`config.mk`:
```
export PLATFORM = sky130hd
export DESIGN_NAME = sobel_gradient
export DESIGN_NICKNAME = d
export VERILOG_FILES = /design/src/rtl/sobel_pkg.sv /design/src/rtl/sobel_row.sv /design/src/rtl/sobel_gradient.sv
export SDC_FILE = /design/constraint.sdc
export NUM_CORES = 2
export LEC_CHECK = 0
export ABC_AREA = 1
export BUFFER_PORTS_ARGS = -buffer_cell sky130_fd_sc_hd__clkbuf_2
export CORE_ASPECT_RATIO = 1.5
export CORE_MARGIN = 2
export CORE_UTILIZATION = 30
export CTS_CLUSTER_DIAMETER = 80
export CTS_CLUSTER_SIZE = 20
export DETAILED_ROUTE_END_ITERATION = 12
export GPL_TIMING_DRIVEN = 1
export SKIP_LAST_GASP = 1
export SLEW_MARGIN = 5
export SYNTH_ARGS = -nofsm -noshare
export SYNTH_HDL_FRONTEND = slang
export SYNTH_SLANG_ARGS = --single-unit
```
`constraint.sdc`:
```
create_clock -name clk -period 23.9 [get_ports clk]
set_input_delay 4.78 -clock clk [delete_from_list [all_inputs] [get_ports clk]]
set_output_delay 4.78 -clock clk [all_outputs]
set_load 0.02 [all_outputs]
```
`src/rtl/sobel_pkg.sv`:
```
// Shared types, constants and arithmetic helpers for the Sobel gradient stage.
package sobel_pkg;

  localparam int TILE_DIM = 4;
  localparam int WIN_DIM  = 6;

  typedef logic [7:0] pixel_t;
  typedef pixel_t [WIN_DIM-1:0] pix_row_t;
  typedef pixel_t [WIN_DIM-1:0][WIN_DIM-1:0] window_t;

  typedef logic signed [8:0] grad_t;
  typedef grad_t [TILE_DIM-1:0] grad_row_t;
  typedef grad_t [TILE_DIM-1:0][TILE_DIM-1:0] tile_t;

  typedef logic signed [10:0] raw_t;

  typedef enum logic [1:0] {
    ST_IDLE = 2'd0,
    ST_CALC = 2'd1,
    ST_HOLD = 2'd2
  } state_t;

  function automatic raw_t px_ext(input pixel_t p);
    px_ext = raw_t'({3'b000, p});
  endfunction

  function automatic raw_t px2_ext(input pixel_t p);
    px2_ext = raw_t'({2'b00, p, 1'b0});
  endfunction

  // Clamp a scaled gradient into the 9-bit signed output range.
  function automatic grad_t sat_grad(input raw_t v);
    if (v > 11'sd255) begin
      sat_grad = 9'sd255;
    end else if (v < -11'sd256) begin
      sat_grad = 9'h100;
    end else begin
      sat_grad = v[8:0];
    end
  endfunction

endpackage

```
`src/rtl/sobel_row.sv`:
```
// Combinational Sobel kernel over three window rows: four scaled, saturated Gx/Gy pairs.
module sobel_row
  import sobel_pkg::*;
#(
  parameter int SHIFT = 2
) (
  input  logic [5:0][7:0] row_top,
  input  logic [5:0][7:0] row_mid,
  input  logic [5:0][7:0] row_bot,
  output logic [3:0][8:0] gx,
  output logic [3:0][8:0] gy
);

  for (genvar j = 0; j < TILE_DIM; j++) begin : g_col
    raw_t gx_raw_s;
    raw_t gy_raw_s;

    // Right column minus left column, centre row weighted by two.
    assign gx_raw_s = px_ext(row_top[j+2]) + px2_ext(row_mid[j+2]) + px_ext(row_bot[j+2])
                    - px_ext(row_top[j])   - px2_ext(row_mid[j])   - px_ext(row_bot[j]);

    // Bottom row minus top row, centre column weighted by two.
    assign gy_raw_s = px_ext(row_bot[j]) + px2_ext(row_bot[j+1]) + px_ext(row_bot[j+2])
                    - px_ext(row_top[j]) - px2_ext(row_top[j+1]) - px_ext(row_top[j+2]);

    assign gx[j] = sat_grad(gx_raw_s >>> SHIFT);
    assign gy[j] = sat_grad(gy_raw_s >>> SHIFT);
  end

endmodule

```
`src/rtl/sobel_gradient.sv`:
```
// Sobel gradient tile generator: captures a 6x6 window, computes one 4-wide output
// row per cycle, then holds the tile for the magnitude stage until acknowledged.
module sobel_gradient
  import sobel_pkg::*;
#(
  parameter int SHIFT = 2
) (
  input  logic                    clk,
  input  logic                    rst,
  input  logic                    grad_start,
  input  logic [5:0][5:0][7:0]    pix_in,
  output logic                    grad_busy,
  output logic                    mag_en,
  input  logic                    mag_done,
  output logic [3:0][3:0][8:0]    x_out,
  output logic [3:0][3:0][8:0]    y_out
);

  state_t    state_r;
  logic [1:0] row_r;
  window_t   win_r;

  logic [2:0] base_s;
  pix_row_t  row_top_s;
  pix_row_t  row_mid_s;
  pix_row_t  row_bot_s;
  grad_row_t gx_s;
  grad_row_t gy_s;

  // Select the three window rows feeding the current output row.
  assign base_s    = {1'b0, row_r};
  assign row_top_s = win_r[base_s];
  assign row_mid_s = win_r[base_s + 3'd1];
  assign row_bot_s = win_r[base_s + 3'd2];

  sobel_row #(
    .SHIFT (SHIFT)
  ) u_row (
    .row_top (row_top_s),
    .row_mid (row_mid_s),
    .row_bot (row_bot_s),
    .gx      (gx_s),
    .gy      (gy_s)
  );

  // Control FSM, window capture and row-by-row output registers.
  always_ff @(posedge clk or posedge rst) begin
    if (rst) begin
      state_r   <= ST_IDLE;
      row_r     <= 2'd0;
      win_r     <= '0;
      grad_busy <= 1'b0;
      mag_en    <= 1'b0;
      x_out     <= '0;
      y_out     <= '0;
    end else begin
      case (state_r)
        ST_IDLE: begin
          if (grad_start) begin
            win_r     <= pix_in;
            row_r     <= 2'd0;
            grad_busy <= 1'b1;
            state_r   <= ST_CALC;
          end
        end
        ST_CALC: begin
          x_out[row_r] <= gx_s;
          y_out[row_r] <= gy_s;
          row_r        <= row_r + 2'd1;
          if (row_r == 2'd3) begin
            mag_en  <= 1'b1;
            state_r <= ST_HOLD;
          end
        end
        ST_HOLD: begin
          if (mag_done) begin
            mag_en    <= 1'b0;
            grad_busy <= 1'b0;
            state_r   <= ST_IDLE;
          end
        end
        default: begin
          mag_en    <= 1'b0;
          grad_busy <= 1'b0;
          row_r     <= 2'd0;
          state_r   <= ST_IDLE;
        end
      endcase
    end
  end

endmodule

```
==> impl_metrics.tcl <==
set metrics [dict create \
    tns_ns 0 \
    drtIter0Drc 2622 \
    ant_nets 0 \
    drv_slew 0 \
    setup_viol 0 \
    synthSimpleGateAreaFrac 0.183 \
    max_freq_ghz 0.127 \
    yosysTopAreaCellShare 0.386 \
    post_cts_resized 0 \
    core_area_um2 125000 \
    initial_core_util 0.302 \
    antenna_found_initial 17 \
    cts_buffer_depth 3 \
    hpwl_mm 119 \
    cts.htree.levels 2 \
    nets 5632 \
    gr-total-overflow 0 \
    drive_gt1_frac 0.187 \
    hold_viol_final 0 \
    synth_edf_count 0 \
    tritoncts "built" \
    slew_headroom 0.0711 \
    drt_pass1_iterations 6 \
    wl_per_cell_um 22.4 \
    cts_buffers 40 \
    chipHeight_um 439 \
    synth_top_family_by_area "simple AND/OR/NAND/NOR gates" \
    yosysWarningCount 0 \
    ys.flop_type "dfrtp_1" \
    crit_path_max_fanout 103 \
    drt-total-wl_mm 148 \
    synth_top_area_cell "dfrtp_1" \
    skew_ns 0.0370 \
    cp-end-kind "flop" \
    die_area_um2 129000 \
    drv_cap 0 \
    cts_setup_buffers 0 \
    drc_errors 0 \
    vias_per_cell 5.02 \
    grt_setup_unrepaired "false" \
    synthAdderAreaFrac 0.152 \
    synth_nets 5167 \
    vias 33300 \
    clock_latency_ns 0.63 \
    cts_sinks 582 \
    rows 159 \
    worst_pin_slew_ns 1.38 \
    io_buffer_count 581 \
    finalCritPeriodShare 0.329 \
    grt_max_degree 165 \
    area.growth.synth_to_final_pct 15.0 \
    clk_root_buffer_cell "clkbuf_16" \
    start_kind "flop" \
    grt_pass1_wl_mm 215 \
    grt_pass1_vias 32100 \
    period_minus_slack_ns 7.87 \
    synth-seq-cells 582 \
    synthDistinctLibCells 57 \
    synth_cells 4521 \
    synth_area_leaders "dfrtp_1, nand2_1, fa_1" \
    hold_buffers 0 \
    arrival_ns 8.38 \
    path_class "flop to flop" \
    status "completed" \
    die_w_um 294 \
    crit_required_ns 24.41 \
    async_flop_share 1.00 \
    synth.area.mux_share 0.0439 \
    synth_compound_area_frac 0.134 \
    grt_util_all_layers 0.226 \
    avgSynthCellArea_um2 8.35 \
    hold_path_class "flop to flop" \
    ys_seq_area_frac 0.386 \
    synth_xor_area_frac 0.0164 \
    gp_congestion 0.957 \
    clkTransAtPathRegs_ns 0.09 \
    synth_area_um2 37800 \
    ios 582 \
]
-- cells in the mapped netlist, drive strengths merged, types with 3 or more instances --
cell,count
nand3b,12
mux2i,7
o21bai,21
a21boi,3
nor2,274
o211ai,36
a211oi,18
o21a,3
nand2,1019
buf,124
ha,181
a21oi,356
nand4,10
xor2,57
a32oi,20
nor3,20
xnor2,11
mux2,141
nand3,302
dfrtp,582
o21ai,419
inv,589
clkbuf,85
a21o,18
o22ai,9
fa,173
or2,20
-- area by class of cell --
class | count | area (µm²)
Fill cell | 13200 | 81700
Clock inverter | 12 | 163
Clock buffer | 43 | 1040
Antenna cell | 14 | 35.0
Timing Repair Buffer | 632 | 3330
Multi-Input combinational cell | 3139 | 20000
Inverter | 591 | 2240
Tap cell | 1610 | 2010
Sequential cell | 582 | 14600
-- routing by layer --
metal  wire length, µm  global-route usage  vias to the layer above
met4              8810               0.122                        4
met2             69400               0.372                     1244
met3              8050              0.0309                      269
met5                27                   0                        -
li1                  -                   -                    15500
met1             62200               0.288                    16200
-- sequential cells by signal, indices dropped and copies added (netlist names) --
name and count:
win_r 288, x_out 144, mag_en 1, row_r 2
grad_busy 1, y_out 144, state_r 2
-- worst paths after layout --
| path | depth (start not counted) | start | to | slack (ns) |
|---|---|---|---|---|
| max | 22 | row_r[0] | y_out[107] | 16.03 |
| min | 2 | x_out[63] | x_out[63] | 0.48 |
| max reg2reg | 22 | row_r[0] | y_out[107] | 16.03 |
| min reg2reg | 2 | x_out[63] | x_out[63] | 0.48 |
| max in group asynchronous | 5 | rst | x_out[122] | 16.60 |
| min in group asynchronous | 2 | rst | y_out[96] | 4.26 |
-- through the flow --
stage	util	hold slack [ns]	instances	cell area, µm²	setup WS, ns
2_1_floorplan	-	0.488	4521	37800	2.84
3_3_place_gp	0.337	0.463	6554	42200	15.92
3_5_place_dp	0.337	0.467	6554	42200	15.89
4_1_cts	0.347	0.489	6609	43400	16.15
5_1_grt	0.347	0.498	6622	43400	15.71
6_report	0.347	0.485	6623	43400	16.03
-- critical path, stage by stage, from the launching register on --
cell      delay (ns)
dfrtp_4         0.72
inv_6           0.61
buf_4           0.63
buf_4           0.61
o21ai_0         0.14
o21ai_0         0.15
buf_4           0.24
inv_1           0.17
fa_1            0.48
o21ai_0         0.32
a21oi_1         0.15
o31ai_1         0.38
xor2_1          0.26
fa_1            0.48
fa_1            0.58
inv_1           0.06
ha_1            0.36
a21oi_1         0.27
o21bai_1        0.10
a21oi_1         0.17
nand3_1         0.45
nand3_1         0.26
nand2_1         0.07
-- cell usage in the layout (no fill, tap or decap), types with 20 or more instances in the layout --
| cell type | count |
|---|---|
| o211ai_1 | 35 |
| nand2_2 | 27 |
| nor2_1 | 266 |
| xor2_1 | 54 |
| fa_1 | 173 |
| buf_4 | 48 |
| nand2_1 | 984 |
| o21ai_1 | 36 |
| a21oi_1 | 353 |
| ha_1 | 180 |
| a32oi_1 | 20 |
| clkbuf_16 | 41 |
| clkbuf_2 | 581 |
| mux2_2 | 141 |
| o21ai_0 | 369 |
| dfrtp_1 | 580 |
| inv_1 | 574 |
| nand3_1 | 294 |
| nor3_1 | 20 |
-- cell families after synthesis --
group | Yosys count
AOI/OAI and AO/OA | 911
xor gates and xnor gates | 68
adders and majority gates | 354
buffers and inverters | 800
DFF | 582
muxes | 148
and+or+nand+nor | 1658
Power is left out: the tool's default activity adds up to more than one toggle a clock period on the data nets, which glitch-free logic cannot reach.
